==> config.mk <==
export PLATFORM = sky130hd
export DESIGN_NAME = updown_mod_counter
export DESIGN_NICKNAME = d
export VERILOG_FILES = /design/src/rtl/updown_mod_counter_pkg.sv /design/src/rtl/updown_mod_counter_step.sv /design/src/rtl/updown_mod_counter.sv
export SDC_FILE = /design/constraint.sdc
export NUM_CORES = 1
export LEC_CHECK = 0
export ABC_AREA = 1
export BUFFER_PORTS_ARGS = -buffer_cell sky130_fd_sc_hd__buf_2
export CORE_AREA = 2 2 39 41
export DETAILED_ROUTE_END_ITERATION = 16
export DIE_AREA = 0 0 41 43
export PLACE_DENSITY_LB_ADDON = 0.15
export SLEW_MARGIN = 10
export SYNTH_ARGS = -nofsm -noshare
export SYNTH_HDL_FRONTEND = slang
export SYNTH_SLANG_ARGS = --single-unit
==> constraint.sdc <==
create_clock -name clk -period 1.7 [get_ports clk]
set_input_delay 0.425 -clock clk [delete_from_list [all_inputs] [get_ports clk]]
set_output_delay 0.425 -clock clk [all_outputs]
set_load 0.01 [all_outputs]
==> src/rtl/updown_mod_counter_pkg.sv <==
// Shared constants and the load-value clamp for the up/down modulo counter family.
// The clamp is written with 32-bit operands so any counter width up to 32 can use it.
package counter_pkg;

  localparam logic DIR_UP    = 1'b1;
  localparam logic DIR_DOWN  = 1'b0;
  localparam int   MODE_WRAP = 0;
  localparam int   MODE_SAT  = 1;

  function automatic logic [31:0] clamp_mod(input logic [31:0] val, input logic [31:0] modulus);
    logic [31:0] res;
    if (val < modulus) begin
      res = val;
    end else begin
      res = modulus - 32'd1;
    end
    return res;
  endfunction

endpackage

==> src/rtl/updown_mod_counter_step.sv <==
// Combinational next-count logic: one step up or down within 0..MODULUS-1,
// flagging the range end so the parent can raise wrap/ovf.
module mod_counter_step
  import counter_pkg::*;
#(
  parameter int WIDTH    = 4,
  parameter int MODULUS  = 16,
  parameter int SATURATE = 0
) (
  input  logic [WIDTH-1:0] q,
  input  logic             up,
  output logic [WIDTH-1:0] q_next,
  output logic             at_end
);

  // One extra bit keeps MODULUS == 2**WIDTH representable without overflow.
  localparam logic [WIDTH:0] LAST = (WIDTH+1)'(MODULUS - 1);
  localparam logic [WIDTH:0] ONE  = (WIDTH+1)'(1);

  logic [WIDTH:0] q_ext_s;
  logic [WIDTH:0] sum_s;

  // Step in the requested direction, wrapping or holding at the range ends.
  always_comb begin
    q_ext_s = {1'b0, q};
    at_end  = 1'b0;
    sum_s   = q_ext_s;
    if (up == DIR_UP) begin
      at_end = (q_ext_s == LAST);
      if (at_end) begin
        sum_s = (SATURATE == MODE_SAT) ? q_ext_s : '0;
      end else begin
        sum_s = q_ext_s + ONE;
      end
    end else begin
      at_end = (q_ext_s == '0);
      if (at_end) begin
        sum_s = (SATURATE == MODE_SAT) ? q_ext_s : LAST;
      end else begin
        sum_s = q_ext_s - ONE;
      end
    end
    q_next = sum_s[WIDTH-1:0];
  end

endmodule

==> src/rtl/updown_mod_counter.sv <==
// Parametrised up/down modulo counter with load/clear, wrap or saturate mode,
// a cascadable combinational terminal count and registered wrap/ovf flags.
module updown_mod_counter
  import counter_pkg::*;
#(
  parameter int WIDTH    = 4,
  parameter int MODULUS  = 16,
  parameter int SATURATE = 0
) (
  input  logic             clk,
  input  logic             reset,
  input  logic             en,
  input  logic             up,
  input  logic             load,
  input  logic [WIDTH-1:0] load_val,
  input  logic             clear,
  output logic [WIDTH-1:0] q,
  output logic             tc,
  output logic             wrap,
  output logic             ovf
);

  logic [WIDTH-1:0] cnt_q, cnt_d;
  logic             wrap_q, wrap_d;
  logic             ovf_q, ovf_d;
  logic [WIDTH-1:0] step_next_s;
  logic             at_end_s;
  logic [WIDTH-1:0] load_clamp_s;

  mod_counter_step #(
    .WIDTH   (WIDTH),
    .MODULUS (MODULUS),
    .SATURATE(SATURATE)
  ) u_step (
    .q     (cnt_q),
    .up    (up),
    .q_next(step_next_s),
    .at_end(at_end_s)
  );

  assign load_clamp_s = WIDTH'(clamp_mod(32'(load_val), 32'(MODULUS)));

  // Priority: clear > load > en > hold; a range-end step raises wrap and ovf.
  always_comb begin
    cnt_d  = cnt_q;
    wrap_d = 1'b0;
    ovf_d  = ovf_q;
    if (clear) begin
      cnt_d = '0;
      ovf_d = 1'b0;
    end else if (load) begin
      cnt_d = load_clamp_s;
      ovf_d = 1'b0;
    end else if (en) begin
      cnt_d = step_next_s;
      if (at_end_s) begin
        wrap_d = 1'b1;
        ovf_d  = 1'b1;
      end else begin
        wrap_d = 1'b0;
      end
    end else begin
      cnt_d = cnt_q;
    end
  end

  // State registers with asynchronous reset.
  always_ff @(posedge clk or posedge reset) begin
    if (reset) begin
      cnt_q  <= '0;
      wrap_q <= 1'b0;
      ovf_q  <= 1'b0;
    end else begin
      cnt_q  <= cnt_d;
      wrap_q <= wrap_d;
      ovf_q  <= ovf_d;
    end
  end

  assign q    = cnt_q;
  assign wrap = wrap_q;
  assign ovf  = ovf_q;
  assign tc   = en & at_end_s;

endmodule

Word-level counts from Yosys, hierarchy flattened. Cells that the tools add are included.

Output and inout port bits: 7. Input bits: 10. Bits in registers: 6.

Reduce and logical (&&, ||, !) cells: 4. Add/subtract/negate cells: 2. Multiplexer cells: 15. Equal/unequal tests: 1. Bitwise logic cells: 1.

Operator list (count): $mux W4 (6); $mux W1 (9); $reduce_bool A3 Y1 (2); $add A4 B1 Y4 const B (1); $eq A4 B4 Y1 const B (1); $logic_not A4 Y1 (1); $sub A4 B1 Y4 const B (1); $reduce_and A2 Y1 (1); $and A1 B1 Y1 (1).

Depth between registers and ports, before layout.
Depth after elaboration: 6. Depth in mapped cells: 8. Gate-level depth less buffers: 8.

Modules after synthesis. Synthesis repeated with hierarchy kept, for this count alone.

Cell total of the unflattened synthesis: 71. Area, all modules: 485.5 µm².

By module, submodules not included: updown_mod_counter (area each 321.6 µm², sequential area each 150.1 µm², times used 1, cells each 41); mod_counter_step (area each 163.9 µm², sequential area each 0.0 µm², times used 1, cells each 30).

Least setup slack after synthesis. No wires, ideal clock.

Path kind: register -> output. Start point: register cnt_q[0] (netlist: q[0]). End point: output port tc. Setup slack: 0.112 ns. Stages on the path, launching flop included: 7. Data arrival time: 1.163 ns. Required time: 1.275 ns. Buffers on the path: 0. Cells stage by stage: dfrtp_1 > inv_1 > ha_1 > a21oi_1 > inv_1 > nand3_1 > inv_1.

Longest elaborated chain between the ends: 3.

Ends and longest elaborated chain: start: declaration (line updown_mod_counter.sv:23) `logic [WIDTH-1:0] cnt_q, cnt_d;`; start signal: assignment (line updown_mod_counter.sv:74) `cnt_q <= cnt_d;`; $eq A4 B4 Y1 or $logic_not A4 Y1 (tied branches) (line updown_mod_counter_step.sv:29, updown_mod_counter_step.sv:36); $mux W1 * (line updown_mod_counter_step.sv:28) `if (up == DIR_UP) begin`; $and A1 B1 Y1 * (line updown_mod_counter.sv:83) `assign tc = en & at_end_s;`; end: declaration (line updown_mod_counter.sv:18) `output logic tc,`.

Mark *: on every way between the ends. The rest lies on a longest branch, timed or not.

Worst setup path after layout. Same ends and word-level chain as after synthesis.

==> PnR_summary.wiki <==
{| class="wikitable"
! Metric !! Value
|-
| Biggest fanout along the worst timing path || 4
|-
| Non-filler cells in the finished layout || about 110
|-
| Fraction of registers with async set or reset after synthesis || 1.000
|-
| Post-CTS clock slew at the launch and capture registers of the worst setup and hold paths || around 0.050 ns
|-
| Setup-violating endpoint count in the final report || 1
|-
| Fraction of the yosys area taken by sequential cells || 0.3390
|-
| Cts bufs inserted || 3
|-
| Max Cap Viol || 0
|-
| Kind of start point of the critical path || register
|-
| Worst slew pin tran || just under 0.3 ns
|-
| Leading cell types in the layout, fill and taps excluded || 16 x buf_2, 15 x nand2_1, 11 x buf_4
|-
| Post-placement cell area || 565.5 um^2
|-
| Achievable frequency || 563.9 MHz
|-
| Share of the core filled with cells || 0.4892
|-
| Remaining antenna violation count || 0
|-
| Fin worst setup slack || -0.07326 ns
|-
| Comb power frac || 0.356
|-
| Number of cells produced by synthesis || between 60 and 70
|-
| Largest net degree at the start of global routing || 9
|-
| Floorplan die height || about 43 um
|-
| Cell area power density || 724.3 nW/um^2
|-
| Netlist Area Pre-Place || 442.9 um^2
|-
| Antenna violations before repair || 0
|-
| Placer congestion estimate || 0.8430
|-
| Worst path top cell family by delay || flip-flops
|-
| Die Wd || 41 um
|-
| Critical path buffer and inverter count || 4
|-
| Antenna Diode Count || 0
|-
| Library cell contributing the largest single delay on the critical path || dfrtp_1
|-
| Run status || complete, but fails checks
|-
| Unrepaired setup endpoints after global routing || yes
|-
| Most prevalent standard cell on the critical path || inv_1
|-
| DIE AREA || 1763 um^2
|-
| Net count after synthesis || 80
|-
| Switching pwr || 0.0001700 W
|-
| Number of H-tree levels || 1
|-
| Number of primary I/O pins || 17
|-
| Critical path data required time || 1.27 ns
|-
| Final Hold Vio Count || 0
|-
| Area growth from synthesis to final layout || 52.82%
|-
| Crit path time final || 1.773 ns
|-
| Drc violations || 0
|-
| Max VDD drop || 0.2490 mV
|-
| Cell row count || 14
|-
| Initial cell density of the core || 0.3201
|-
| Routed wire length || 1.236 mm
|-
| Layout Nets || 112
|-
| Vias in the first global route || about 470
|-
| Max clock buf depth || 2
|-
| Total global routing track utilization || 0.1630
|-
| Path class of the lowest-slack min-delay path || input port to asynchronous set/reset pin
|-
| First-pass GRT wire length || 1.918 mm
|-
| Root Buffer Master || clkbuf_4
|-
| DP HPWL || 847.4 um
|-
| Worst clock skew || between 0.007 and 0.008 ns
|-
| Proportion of total power due to net switching || 0.3468
|-
| Synthesized area per cell || 6.514 um^2
|-
| 1st-pass router iterations || 4
|-
| Distinct cell type count after synthesis || 16
|-
| Headroom to the max-slew limit || 0.8075
|-
| Max-slew violation count || 0
|-
| Classification of the worst setup path || register to output port
|-
| P_leak || roughly 0.37 nW
|-
| Cell Int Power || 0.0003203 W
|-
| Share of the cycle needed by the critical path after routing || 1.043
|-
| Number of clock sinks || 6
|-
| Register bit total from synthesis || 6
|-
| Leading register cell type out of synthesis || dfrtp_1
|-
| Port-buffer cells || 16
|-
| Data arrival time of the critical path || 1.35 ns
|-
| Register share of total power || 0.353
|-
| Count of flip-flops with a built-in enable after synthesis || 0
|-
| Clock latency reported for the late side of the worst-skew pair || 0.26 ns
|-
| Largest stage delay on the critical path || 0.41 ns
|-
| Final standard cell area without fillers || ~680 um^2
|-
| Remaining global-route overflow || 0
|-
| Drt initial violations || 13
|-
| Wirelength per Cell || 10.84 um
|-
| Core Footprint || around 1400 um^2
|-
| Clock power share || 0.291
|-
| Most common cell after layout, fill and taps aside || buf_2
|-
| Share of post-route cells with drive strength above 1 || 0.4388
|-
| Failing checks || negative setup slack
|-
| Pre-CTS WS || between 0.02 and 0.025 ns
|-
| Cell Chain, Critical Path || inv_2 -> ha_4 -> a21oi_2 -> inv_1 -> nand3_2 -> inv_1 -> buf_2
|-
| Routed via count divided by cell count || 4.895
|-
| Crit. End Element || output port
|-
| Total number of vias || 558
|-
| CTS tree || done
|-
| Number of warnings printed during yosys synthesis || 0
|-
| Final-layout setup total negative slack || -0.07326 ns
|-
| Number of placed instances with taps included || roughly 100
|}
## area by class of cell
| cell class | count | area, um^2 |
|---|---|---|
| Fill cell | 146 | 706.9 |
| Multi-Input combinational cell | 49 | 272.8 |
| Timing Repair Buffer | 27 | 162.7 |
| Sequential cell | 6 | 150.1 |
| Inverter | 13 | 48.80 |
| Clock buffer | 3 | 22.52 |
| Tap cell | 16 | 20.02 |
## what timing repair did
item	4_1_cts	5_1_grt
endpoints found under the hold margin	0	0
gates resized for setup	7	1
endpoints found under the setup margin	1	1
setup buffers	6	2
hold buffers	0	0
pin swaps	5	5
## final timing paths
| kind | from | cells past startpoint | slack [ns] | to |
|---|---|---|---|---|
| worst max-delay path | q[0] | 7 | -0.07 | tc |
| worst min-delay path | reset | 2 | 0.08 | wrap |
| min in group clk | load_val[1] | 3 | 0.43 | q[1] |
| worst min register to register | ovf | 2 | 0.51 | ovf |
| max in group asynchronous | reset | 2 | 1.41 | q[3] |
| worst max register to register | q[0] | 10 | 0.21 | q[2] |
## registers in the layout, summed over array words and instances, names as in the netlist
signal  count
wrap        1
ovf         1
q           4
## cell families (layout without fill, tap and decap cells)
kind of cell | Yosys count | in the layout | synth area share
AOI/OAI and AO/OA | 11 | 11 | 0.1328
and+or+nand+nor | 36 | 36 | 0.3616
buffers and inverters | 13 | 43 | 0.1102
adders and majority gates | 2 | 2 | 0.05649
DFF | 6 | 6 | 0.3390
## synth_stat cells (2+ instances only)
cell     number  area share
nand2_1      15        0.13
inv_1        11       0.093
nand3_1       8       0.090
nor2_1        7       0.059
dfrtp_1       6        0.34
a21oi_1       4       0.045
o21ai_1       4       0.045
nor2_2        3       0.042
ha_1          2       0.056
inv_2         2       0.017
## layer usage
metal	up-vias	track usage	wire length [um]
met5	-	0	0
met4	0	0.1000	40
met3	7	0.03141	76
met2	24	0.2500	579
met1	246	0.1974	539
li1	281	-	-
## power groups by stage
stage / Sequential [W] / Combinational, W / Clock, W
5_1_grt: 0.000175 / 0.000194 / 0.000151
2_1_floorplan: 0.000177 / 0.0000738 / 0
3_5_place_dp: 0.000174 / 0.000130 / 0
6_report: 0.000173 / 0.000175 / 0.000143
4_1_cts: 0.000172 / 0.000161 / 0.000143
3_3_place_gp: 0.000174 / 0.000131 / 0
## through the flow
| step | total power, W | hold WS (ns) |
|---|---|---|
| 2_1_floorplan | 0.0002505 | 0.2160 |
| 3_5_place_dp | 0.0003044 | 0.3579 |
| 5_1_grt | 0.0005191 | 0.1112 |
| 4_1_cts | 0.0004753 | 0.09104 |
| 3_3_place_gp | 0.0003050 | 0.3607 |
| 6_report | 0.0004903 | 0.08004 |
Note: power is estimated with default switching activity, not from simulation.
